File: src/rtl/inst_axi_bridge.sv
// Instruction fetch bridge: SRAM-like request/response port to single-beat
// AXI reads, one transaction outstanding, with back-to-back hand-off from R.
module inst_axi_bridge #(
  parameter int          ID_WIDTH = 4,
  parameter int unsigned ARID     = 0
) (
  input  logic                clk,
  input  logic                rst,
  input  logic                inst_req,
  input  logic                inst_wr,
  input  logic [1:0]          inst_size,
  input  logic [31:0]         inst_addr,
  input  logic [31:0]         inst_wdata,
  output logic                inst_addr_ok,
  output logic                inst_data_ok,
  output logic [31:0]         inst_rdata,
  output logic [ID_WIDTH-1:0] arid,
  output logic [31:0]         araddr,
  output logic [7:0]          arlen,
  output logic [2:0]          arsize,
  output logic [1:0]          arburst,
  output logic [1:0]          arlock,
  output logic [3:0]          arcache,
  output logic [2:0]          arprot,
  output logic                arvalid,
  input  logic                arready,
  input  logic [ID_WIDTH-1:0] rid,
  input  logic [31:0]         rdata,
  input  logic [1:0]          rresp,
  input  logic                rlast,
  input  logic                rvalid,
  output logic                rready
);

  typedef enum logic [1:0] {
    S_IDLE,
    S_AR,
    S_R
  } state_t;

  state_t      state;
  state_t      state_n;
  logic        latch;
  logic [31:0] addr_q;
  logic [1:0]  size_q;
  logic [31:0] hold_q;

  // Writes, response codes and IDs carry no information for this port.
  logic unused_ok;
  assign unused_ok = ^{inst_wr, inst_wdata, rid, rresp, rlast};

  assign arid    = ID_WIDTH'(ARID);
  assign araddr  = addr_q;
  assign arlen   = 8'd0;
  assign arsize  = {1'b0, size_q};
  assign arburst = 2'b01;
  assign arlock  = 2'b00;
  assign arcache = 4'b0000;
  assign arprot  = 3'b000;

  always_comb begin
    state_n      = state;
    latch        = 1'b0;
    inst_addr_ok = 1'b0;
    inst_data_ok = 1'b0;
    arvalid      = 1'b0;
    rready       = 1'b0;
    unique case (state)
      S_IDLE: begin
        inst_addr_ok = inst_req;
        if (inst_req) begin
          latch   = 1'b1;
          state_n = S_AR;
        end
      end
      S_AR: begin
        arvalid = 1'b1;
        if (arready) state_n = S_R;
      end
      S_R: begin
        rready = 1'b1;
        if (rvalid) begin
          inst_data_ok = 1'b1;
          // Accept the next fetch in the same cycle the data returns.
          if (inst_req) begin
            inst_addr_ok = 1'b1;
            latch        = 1'b1;
            state_n      = S_AR;
          end else begin
            state_n = S_IDLE;
          end
        end
      end
      default: state_n = S_IDLE;
    endcase
  end

  always_ff @(posedge clk) begin
    if (rst) begin
      state  <= S_IDLE;
      addr_q <= 32'd0;
      size_q <= 2'd0;
      hold_q <= 32'd0;
    end else begin
      state <= state_n;
      if (latch) begin
        addr_q <= inst_addr;
        size_q <= inst_size;
      end
      if (inst_data_ok) hold_q <= rdata;
    end
  end

  assign inst_rdata = inst_data_ok ? rdata : hold_q;

endmodule

File: config.mk
export PLATFORM = sky130hd
export DESIGN_NAME = inst_axi_bridge
export DESIGN_NICKNAME = d
export VERILOG_FILES = /design/src/rtl/inst_axi_bridge.sv
export SDC_FILE = /design/constraint.sdc
export NUM_CORES = 1
export LEC_CHECK = 0
export ABC_CLOCK_PERIOD_IN_PS = 3200
export CAP_MARGIN = 25
export CELL_PAD_IN_SITES_DETAIL_PLACEMENT = 0
export CELL_PAD_IN_SITES_GLOBAL_PLACEMENT = 2
export CORE_ASPECT_RATIO = 1.25
export CORE_MARGIN = 2
export CORE_UTILIZATION = 22
export CTS_BUF_LIST = sky130_fd_sc_hd__clkbuf_16
export CTS_CLUSTER_DIAMETER = 200
export CTS_CLUSTER_SIZE = 20
export DETAILED_ROUTE_END_ITERATION = 12
export HOLD_SLACK_MARGIN = 0.12
export PLACE_DENSITY_LB_ADDON = 0.15
export SKIP_CTS_REPAIR_TIMING = 1
export SYNTH_ARGS = -nofsm -noshare
export SYNTH_HDL_FRONTEND = slang
export SYNTH_SLANG_ARGS = --single-unit
File: constraint.sdc
create_clock -name clk -period 3.2 [get_ports clk]
set_input_delay 0.64 -clock clk [delete_from_list [all_inputs] [get_ports clk]]
set_output_delay 0.64 -clock clk [all_outputs]
set_load 0.02 [all_outputs]
==> flow_summary_export.csv, run 1 <==
group,metric,value,unit
routing,ant_nets,0,
synthesis,synth-compound-area-share,0.9077,%
setup_path,end_kind,"primary output",
synthesis,async_flop_share,0,%
cells_and_area,final_util,35.15,%
routing,firstDrtPassIters,4,
global_routing,grt_pass1_wl,12790,um
die,ioPinCount,205,
die,die_area,0.01539,mm2
routing,drc,0,
cells_and_area,antenna_cells,0,
setup_path,path_buf_inv,3,
clock_network,clk_latency,0.33,ns
global_routing,grt_overflow,0,
routing,drt_wl_total,7755,um
routing,vias_per_cell,3.833,
clock_network,root_buffer,"clkbuf_16",
cells_and_area,drive_above_1_share,12.76,%
global_routing,met2_usage,17.20,%
setup_path,cp-start-kind,"primary input",
die,dieWidth,111.4,um
synthesis,synthAdderAreaFrac,0,%
global_routing,grt-busiest-layer,"met2",
clock_network,cts_buffers,9,
placement,dp_hpwl,5249,um
die,coreArea,0.01422,mm2
setup_path,max_stage_delay,0.56,ns
hold_path,hold_class,"flip-flop to flip-flop",
setup_path,worstPathMaxFanout,21,
timing,finalMaxSlewViolations,0,
pwr,ir_drop,210.1,uV
clock_network,cts_tree,"yes",
cells_and_area,final_nets,537,
global_routing,grt_pass1_vias,2587,
placement,io_buffers,140,
setup_path,path_cells,"clkdlybuf4s50_1, nand3b_4, buf_12, mux2_4, clkdlybuf4s50_1",
setup_path,arrival,2.39,ns
synthesis,synth_area_per_cell,10.93,um2
synthesis,syn-cell-area,0.003171,mm2
cells_and_area,design_area,0.005000,mm2
global_routing,grt_util_met1,11.51,%
global_routing,grtUsageMet3,4.691,%
setup_path,cpMostUsedCell,"clkdlybuf4s50_1",
timing,skew,0.006623,ns
clock_network,clock_sinks,68,
placement,gp_congestion,0.6626,
synthesis,yosys-top-cells-count,"70 x nand2b_1, 68 x dfxtp_1, 34 x mux2i_1",
setup_path,cpLargestDelayFamily,"buffers and inverters",
synthesis,synthXorXnorAreaFrac,0,%
die,num_rows,49,
hold_path,min_path_cells,2,
synthesis,yosys.area_share.simple,21.51,%
routing,first_iter_violations,56,
setup_path,cpMaxStageDelayCell,"clkdlybuf4s50_1",
setup_path,r2r-end,"araddr[25]$_SDFFE_PP0P_",
cells_and_area,fillers,1446,
synthesis,synthTopCellsByArea,"dfxtp_1 43%, nand2b_1 14%, mux2_4 12%",
synthesis,yosysUniqueCellTypes,18,
global_routing,grt_start_max_net_pins,104,
global_routing,track_usage,10.36,%
pwr,powerDensity,499.9,mW/mm2
hold_path,min_to,"araddr[9]$_SDFFE_PP0P_",
timing,layout_min_cycle_time,3.033,ns
synthesis,syn_inst,290,
timing,max_slew_margin,60.65,%
setup_path,crit_required,2.56,ns
synthesis,synth_mux_area_share,25.18,%
die,start_util,22.29,%
synthesis,yosysTopAreaCellShare,42.94,%
setup_path,r2r-start,"state[0]$_SDFFE_PP0P_",
synthesis,synth_ff_type,"dfxtp_1",
outcome,run_status,"complete, no violations",
pwr,power.leakage,2.048,nW
synthesis,yosysMostFrequentCell,"nand2b_1",
synthesis,yosysTopAreaCell,"dfxtp_1",
routing,avgRoutedWirePerCell,12.73,um
hold_path,hp-start,"araddr[9]$_SDFFE_PP0P_",
timing,fmax,0.3297,GHz
synthesis,ys_ff_latch,68,
clock_network,clockBufferDepth,2,
timing,final_hold_viol_count,0,
flow_run,maxCapViolCount,0,
timing,fin_crit_sh,94.78,%
setup_path,reg2regPathDepth,4,
cells_and_area,syn2layout_area_growth,57.70,%
timing,max_slew.worst_pin.slew,0.5902,ns
setup_path,critPathKind,"primary input to primary output",
synthesis,ys_warn_count,0,
clock_network,path_clk_slew,0.06,ns
global_routing,antenna_found_initial,0,
setup_path,reg2reg_slack,1.63,ns
synthesis,synth_top_family_by_area,"multiplexers",
synthesis,yosysSeqAreaShare,42.94,%
placement,dpl_cell_area,0.004661,mm2
die,die_height,138.2,um
clock_network,h-tree-depth,3,
routing,vias,2334,
timing,setup_viol_count_final,0,
synthesis,synth_edf_count,0,
timing,rsz0062_at_grt,"false",
timing,finalSetupTns,0,ns
## stage by stage
stage	total power [mW]	hold WS [ns]	std cells	setup slack, ns
after floorplan	1.184	0.5460	312	1.252
after global placement	1.373	0.4583	593	0.1473
after detailed placement	1.376	0.4656	593	0.1397
after CTS	2.552	0.4772	609	0.1349
after global routing	2.618	0.4905	609	0.1039
final	2.500	0.4727	609	0.1671
## worst max-delay path by stage
stage                       from        endpoint  cells past startpoint
final                     rvalid  inst_rdata[18]                      5
after global routing      rvalid   inst_rdata[2]                      5
after CTS                 rvalid   inst_rdata[2]                      5
after detailed placement  rvalid   inst_rdata[2]                      5
after global placement    rvalid   inst_rdata[2]                      5
after floorplan           rvalid  inst_rdata[20]                      3
## placed cells by master (no fill, tap or decap)
| cell | Yosys | final |
|---|---|---|
| clkdlybuf4s50_1 | 0 | 139 |
| nand2b_1 | 70 | 70 |
| dfxtp_1 | 68 | 68 |
| mux2i_1 | 34 | 34 |
| nor2b_1 | 33 | 33 |
| mux2_4 | 26 | 26 |
| conb_1 | 2 | 24 |
| clkbuf_16 | 0 | 9 |
| mux2_2 | 6 | 6 |
| bufinv_16 | 0 | 3 |
| buf_4 | 28 | 3 |
| inv_1 | 2 | 2 |
| clkinv_1 | 0 | 2 |
| buf_12 | 0 | 2 |
| a21oi_4 | 0 | 1 |
| nand3b_4 | 1 | 1 |
| nor2b_4 | 1 | 1 |
| a211o_1 | 1 | 1 |
| o31ai_1 | 1 | 1 |
| a22oi_1 | 1 | 1 |
| nor2_1 | 1 | 1 |
| clkinvlp_4 | 0 | 1 |
| inv_6 | 0 | 1 |
| buf_2 | 0 | 1 |
## worst reg2reg max path: stages (launching register included)
cell and delay, ns:
dfxtp_1 0.33, nand2b_1 0.22, a21oi_4 0.16, buf_4 0.51, mux2i_1 0.28
## layer usage
metal | wire length, um | vias to the layer above
met5 | 0 | -
met4 | 97 | 0
met3 | 687 | 6
met2 | 3756 | 93
met1 | 3214 | 1083
li1 | - | 1152
## logic make-up after synthesis
logic type | after synthesis
buffers and inverters | 44
AND/OR/NAND/NOR | 106
AO/OA/AOI/OAI | 4
multiplexers | 66
flip-flops | 68
other | 2
## registers in the layout, indices dropped and copies added (netlist names)
name,cells
hold_q,32
size_q,2
araddr,32
state,2
## final cells by class
cell class              count  area [um2]  share of cell area, %
well taps                 178       222.7                  4.454
inverters                   2       7.507                 0.1502
flip-flops and latches     68        1361                  27.23
repair buffers            145        1459                  29.18
clock inverters             7       113.9                  2.277
multi-input cells         200        1610                  32.21
clock buffers               9       225.2                  4.505
## power breakdown
group          leakage [nW]  internal (mW)  switching, mW
Clock                 0.161          0.759          0.390
Combinational          1.33          0.241          0.198
Sequential            0.554          0.890         0.0220
Power figures use the tool's default switching activity.
==> run 2, diff against run 1 <==
--- a/config.mk
+++ b/config.mk
@@ -19,6 +19,7 @@
 export HOLD_SLACK_MARGIN = 0.12
 export PLACE_DENSITY_LB_ADDON = 0.15
 export SKIP_CTS_REPAIR_TIMING = 1
+export SLEW_MARGIN = 20
 export SYNTH_ARGS = -nofsm -noshare
 export SYNTH_HDL_FRONTEND = slang
 export SYNTH_SLANG_ARGS = --single-unit
==> results of run 2 <==
Same layout as run 1: the final DEF is identical, and so are final timing and power.
==> run 3, diff against run 2 <==
--- a/config.mk
+++ b/config.mk
@@ -6,7 +6,7 @@
 export NUM_CORES = 1
 export LEC_CHECK = 0
 export ABC_CLOCK_PERIOD_IN_PS = 3200
-export CAP_MARGIN = 25
+export CAP_MARGIN = 20
 export CELL_PAD_IN_SITES_DETAIL_PLACEMENT = 0
 export CELL_PAD_IN_SITES_GLOBAL_PLACEMENT = 2
 export CORE_ASPECT_RATIO = 1.25
==> results of run 3 <==
Same layout as run 1: the final DEF is identical, and so are final timing and power.
